==> config.mk <==
export PLATFORM = sky130hd
export DESIGN_NAME = rz_frame_scanner
export DESIGN_NICKNAME = d
export VERILOG_FILES = /design/src/rtl/rz_frame_scanner.sv
export SDC_FILE = /design/constraint.sdc
export NUM_CORES = 1
export LEC_CHECK = 0
export ABC_AREA = 1
export BUFFER_PORTS_ARGS = -buffer_cell sky130_fd_sc_hd__buf_2
export CAP_MARGIN = 20
export CORE_MARGIN = 8
export CORE_UTILIZATION = 42
export CTS_CLUSTER_DIAMETER = 100
export DETAILED_ROUTE_END_ITERATION = 8
export GPL_ROUTABILITY_DRIVEN = 1
export HOLD_SLACK_MARGIN = 0.1
export PLACE_DENSITY = 0.77
export SYNTH_ARGS = -nofsm -noshare
export SYNTH_HDL_FRONTEND = slang
export SYNTH_SLANG_ARGS = --single-unit
==> constraint.sdc <==
create_clock -name clock -period 1.7 [get_ports clock]
set_input_delay 0.17 -clock clock [delete_from_list [all_inputs] [get_ports clock]]
set_output_delay 0.17 -clock clock [all_outputs]
set_load 0.02 [all_outputs]
==> src/rtl/rz_frame_scanner.sv <==
// Readout sequencer: walks six 16-bit receive RAMs (line 1..6, address 0..WORDS-1) onto one valid/ready stream.
// Optional feature: define RZ_SCAN_HEADER_EN to emit a 16'hA50n header word ahead of each line's data.
module rz_frame_scanner #(
   parameter int WORDS = 32
) (
   input  logic        clock,
   input  logic        reset,
   input  logic        start,
   output logic [4:0]  rd_arinc1,
   output logic [4:0]  rd_arinc2,
   output logic [4:0]  rd_arinc3,
   output logic [4:0]  rd_arinc4,
   output logic [4:0]  rd_arinc5,
   output logic [4:0]  rd_arinc6,
   input  logic [15:0] arinc_1_outp,
   input  logic [15:0] arinc_2_outp,
   input  logic [15:0] arinc_3_outp,
   input  logic [15:0] arinc_4_outp,
   input  logic [15:0] arinc_5_outp,
   input  logic [15:0] arinc_6_outp,
   output logic [15:0] out_data,
   output logic [2:0]  out_ch,
   output logic        out_valid,
   input  logic        out_ready,
   output logic        out_last,
   output logic        busy,
   output logic        done,
   output logic        overrun
);

   typedef enum logic [2:0] {
      S_IDLE = 3'd0,
`ifdef RZ_SCAN_HEADER_EN
      S_HDR  = 3'd1,
`endif
      S_ADDR = 3'd2,
      S_CAPT = 3'd3,
      S_PRES = 3'd4
   } state_t;

`ifdef RZ_SCAN_HEADER_EN
   localparam state_t LINE_FIRST = S_HDR;
`else
   localparam state_t LINE_FIRST = S_ADDR;
`endif
   localparam logic [4:0] LAST_ADDR = 5'(WORDS - 1);
   localparam logic [2:0] LAST_CH   = 3'd5;

   state_t      state_q, state_d;
   logic [2:0]  ch_q, ch_d;
   logic [4:0]  addr_q, addr_d;
   logic [15:0] data_q, data_d;
   logic        done_q, done_d;
   logic        overrun_q, overrun_d;
   logic [15:0] sel_data;
   logic [4:0]  rd_addr [6];

   // Only the line being read sees the address; the other five RAMs are parked at 0.
   generate
      for (genvar gi = 0; gi < 6; gi++) begin : g_rd
         assign rd_addr[gi] = (ch_q == 3'(gi)) ? addr_q : 5'd0;
      end
   endgenerate

   assign rd_arinc1 = rd_addr[0];
   assign rd_arinc2 = rd_addr[1];
   assign rd_arinc3 = rd_addr[2];
   assign rd_arinc4 = rd_addr[3];
   assign rd_arinc5 = rd_addr[4];
   assign rd_arinc6 = rd_addr[5];

   always_comb begin
      sel_data = 16'd0;
      case (ch_q)
         3'd0:    sel_data = arinc_1_outp;
         3'd1:    sel_data = arinc_2_outp;
         3'd2:    sel_data = arinc_3_outp;
         3'd3:    sel_data = arinc_4_outp;
         3'd4:    sel_data = arinc_5_outp;
         3'd5:    sel_data = arinc_6_outp;
         default: sel_data = 16'd0;
      endcase
   end

   assign out_ch  = ch_q + 3'd1;
   assign done    = done_q;
   assign overrun = overrun_q;

   always_ff @(posedge clock) begin
      if (reset) begin
         state_q   <= S_IDLE;
         ch_q      <= 3'd0;
         addr_q    <= 5'd0;
         data_q    <= 16'd0;
         done_q    <= 1'b0;
         overrun_q <= 1'b0;
      end else begin
         state_q   <= state_d;
         ch_q      <= ch_d;
         addr_q    <= addr_d;
         data_q    <= data_d;
         done_q    <= done_d;
         overrun_q <= overrun_d;
      end
   end

   always_comb begin
      state_d   = state_q;
      ch_d      = ch_q;
      addr_d    = addr_q;
      data_d    = data_q;
      done_d    = 1'b0;
      // A start that lands in any non-idle cycle, including the final transfer, is dropped.
      overrun_d = overrun_q | (start & (state_q != S_IDLE));
      out_valid = 1'b0;
      out_data  = data_q;
      out_last  = 1'b0;
      busy      = 1'b1;
      unique case (state_q)
         S_IDLE: begin
            busy = 1'b0;
            if (start) begin
               ch_d    = 3'd0;
               addr_d  = 5'd0;
               state_d = LINE_FIRST;
            end
         end
`ifdef RZ_SCAN_HEADER_EN
         S_HDR: begin
            out_valid = 1'b1;
            out_data  = {8'hA5, 5'b00000, out_ch};
            if (out_ready) state_d = S_ADDR;
         end
`endif
         S_ADDR: state_d = S_CAPT;
         S_CAPT: begin
            data_d  = sel_data;
            state_d = S_PRES;
         end
         S_PRES: begin
            out_valid = 1'b1;
            out_last  = (ch_q == LAST_CH) && (addr_q == LAST_ADDR);
            if (out_ready) begin
               if (addr_q != LAST_ADDR) begin
                  addr_d  = addr_q + 5'd1;
                  state_d = S_ADDR;
               end else if (ch_q != LAST_CH) begin
                  ch_d    = ch_q + 3'd1;
                  addr_d  = 5'd0;
                  state_d = LINE_FIRST;
               end else begin
                  state_d = S_IDLE;
                  done_d  = 1'b1;
               end
            end
         end
         default: state_d = S_IDLE;
      endcase
   end

endmodule

==> reports/summary.txt <==
Top cell by count, worst path: nor2_4
FF-to-FF path depth: 8
Slowest-stage cell, CP: dfxtp_2
Max incr delay on CP: 0.35 ns
Die ar.: 7930 um^2
Vias per cell: 5.29
Hold Worst Slack: 0.154 ns
Die Width: 89.0 um
Syn_nets: 475
Slew @ Worst Pin: 0.596 ns
Post-DP Area: 3070 um^2
Grt ovf: 0
RePlAce Congestion: 0.875
Most common cell after layout, fill and taps aside: buf_2
Core ar.: 5140 um^2
Worst path depth: 7
Register area share after synthesis: 25.9%
Static Leak: 1.73 nW
Area growth, synth to finish: 50.0%
Final min period: 1.64 ns
Synth Cell Area: 2240 um^2
Yosys cell types: 25
Fin area: 3360 um^2
Final Cycle Share: 96.4%
Hpwl dp: 6840 um
First-pass GRT wire length: 13600 um
Detailed Route WL: 9170 um
Max transition margin: 60.2%
Req. time, crit path: 1.53 ns
Hold Vio Cnt, Final: 0
Area leader, netlist: dfxtp_1
Number of core rows: 26
Clk_lat worst skew: 0.29 ns
Vias in the first global route: 2977
Inserted Diodes: 0
FF+latch count, synth: 29
Clk sinks: 29
Synth Instances: 368
IO Port Bufs: 153
Setup CP Type: reg -> out
Final nets: 628
Min-delay worst type: in -> reg
Setup-failing EPs final: 0
CTS tree: yes
First-pass iteration count of the detailed router: 4
CP top delay family: adder cells
Layout cells sized above 1: 42.3%
Routed Antenna Nets: 0
Fin util: 65.4%
Max cap viols: 0
Antenna violations before repair: 0
H-tree depth: 2
VDD IR-drop max: 0.467 mV
Via count: 3134
PwrDens: 830 nW/um^2
Max Clock Freq: 610 MHz
Syn avg cell area: 6.09 um^2
CTS root buf: clkbuf_8
Post-synth top area share: 25.9%
Crit path capture type: output port
Num CTS Buffers: 5
IO Pins: 154
Buf+Inv Stages, Crit Path: 1
Vert. Die Dim: 89.0 um
Reg clk slew, reported paths: 0.07 ns
Status: finished clean
WL/cell: 15.5 um
CP max FO: 3
Most frequent cells in the layout: buf_2, nand3_1, nor2_1
Initial core utilization: 43.6%
Hold depth: 3
Post-route DRC: 0
Clk_skew: 0.0101 ns
Max Slew Vio Count: 0
Clock buffer depth: 2
Syn. warnings: 0
Largest cells by area after synthesis: dfxtp_1, nand3_1, nor2_1
Drt first-iter violations: 186
Data arrival, critical path: 1.47 ns
Pin count of the biggest net entering global routing: 40
Crit-path cells: ha_4 > nand2_4 > nor2_4 > ha_2 > nand3_4 > nor2_4 > buf_6
GRT Util Overall: 21.4%
Fillcell total: 483
Crit start category: register
cell type report:
| cell class | instances | area (um^2) | area share, % |
|---|---|---|---|
| clock buffer | 5 | 68.8 | 2.05 |
| clock inverter | 3 | 65.1 | 1.94 |
| inverter | 27 | 104 | 3.09 |
| multi-input combinational | 285 | 1500 | 44.6 |
| sequential | 29 | 588 | 17.5 |
| tap | 70 | 87.6 | 2.61 |
| timing repair buffer | 173 | 948 | 28.2 |
state kept, by name, indices dropped and copies added (netlist names):
signal / flops
done: 1
out_data: 16
ch_q: 3
overrun: 1
state_q: 3
addr_q: 5
stage by stage:
step / std cells / power (mW) / setup slack, ns / setup TNS (ns)
after global placement: 579 / 1.86 / 0.194 / 0
after global routing: 592 / 2.95 / -0.0100 / -0.0100
final: 592 / 2.79 / 0.0607 / 0
after floorplan: 368 / 1.52 / 0.0822 / 0
after detailed placement: 579 / 1.87 / 0.0804 / 0
after CTS: 590 / 2.77 / -0.0189 / -0.0189
final timing paths:
| check | from | end | slack, ns |
|---|---|---|---|
| worst max-delay path | addr_q[0]$_SDFFE_PP0P_ | out_last | 0.06 |
| worst min-delay path | start | overrun$_SDFF_PP0_ | 0.15 |
| worst max register to register | addr_q[0]$_SDFFE_PP0P_ | done$_SDFF_PP0_ | 0.16 |
| worst min register to register | overrun$_SDFF_PP0_ | overrun$_SDFF_PP0_ | 0.49 |
power by group:
| group | internal (mW) | switching [mW] |
|---|---|---|
| sequential | 0.751 | 0.0522 |
| clock | 0.582 | 0.277 |
| combinational | 0.423 | 0.706 |
| total | 1.76 | 1.03 |
per-layer routing:
layer / share of wire (%) / routed length, um / vias to the layer above / GRT usage (%)
met2: 49 / 4470 / 171 / 37.3
met5: 0 / 0 / - / 0
met1: 39 / 3620 / 1418 / 24.6
met4: 1.4 / 130 / 0 / 6.95
li1: - / - / 1533 / -
met3: 10 / 943 / 12 / 5.97
synthesized netlist by cell type (all sizes together):
| cell | instances |
|---|---|
| nor4 | 1 |
| clkbuf | 4 |
| inv | 27 |
| nand2 | 52 |
| nand3 | 111 |
| nor3 | 1 |
| nor2 | 75 |
| buf | 23 |
| dfxtp | 29 |
| xor2 | 1 |
| a211oi | 1 |
| nand4 | 16 |
| o21a | 1 |
| o21ai | 15 |
| ha | 7 |
| a21oi | 4 |
tightest hold or removal path, stage by stage:
cell and delay (ns):
buf_2 0.09, a21oi_1 0.07, nor2_1 0.07
kinds of logic (layout without fill, tap and decap cells):
kind of cell	count (synthesis)	count (layout)	synth area share [%]
compound gates	21	21	5.25
xor+xnor	1	1	0.391
fa+ha+maj	7	7	3.91
buf+inv	54	208	11.3
flops	29	29	25.9
simple gates	256	256	53.3
timing repair:
item | CTS | global route
setup endpoints to repair | 16 | 27
hold buffers | 0 | 0
gates resized for setup | 16 | 20
pin swaps | 3 | 3
setup buffers | 3 | 2
No activity file was read; power rests on OpenSTA's default activity.
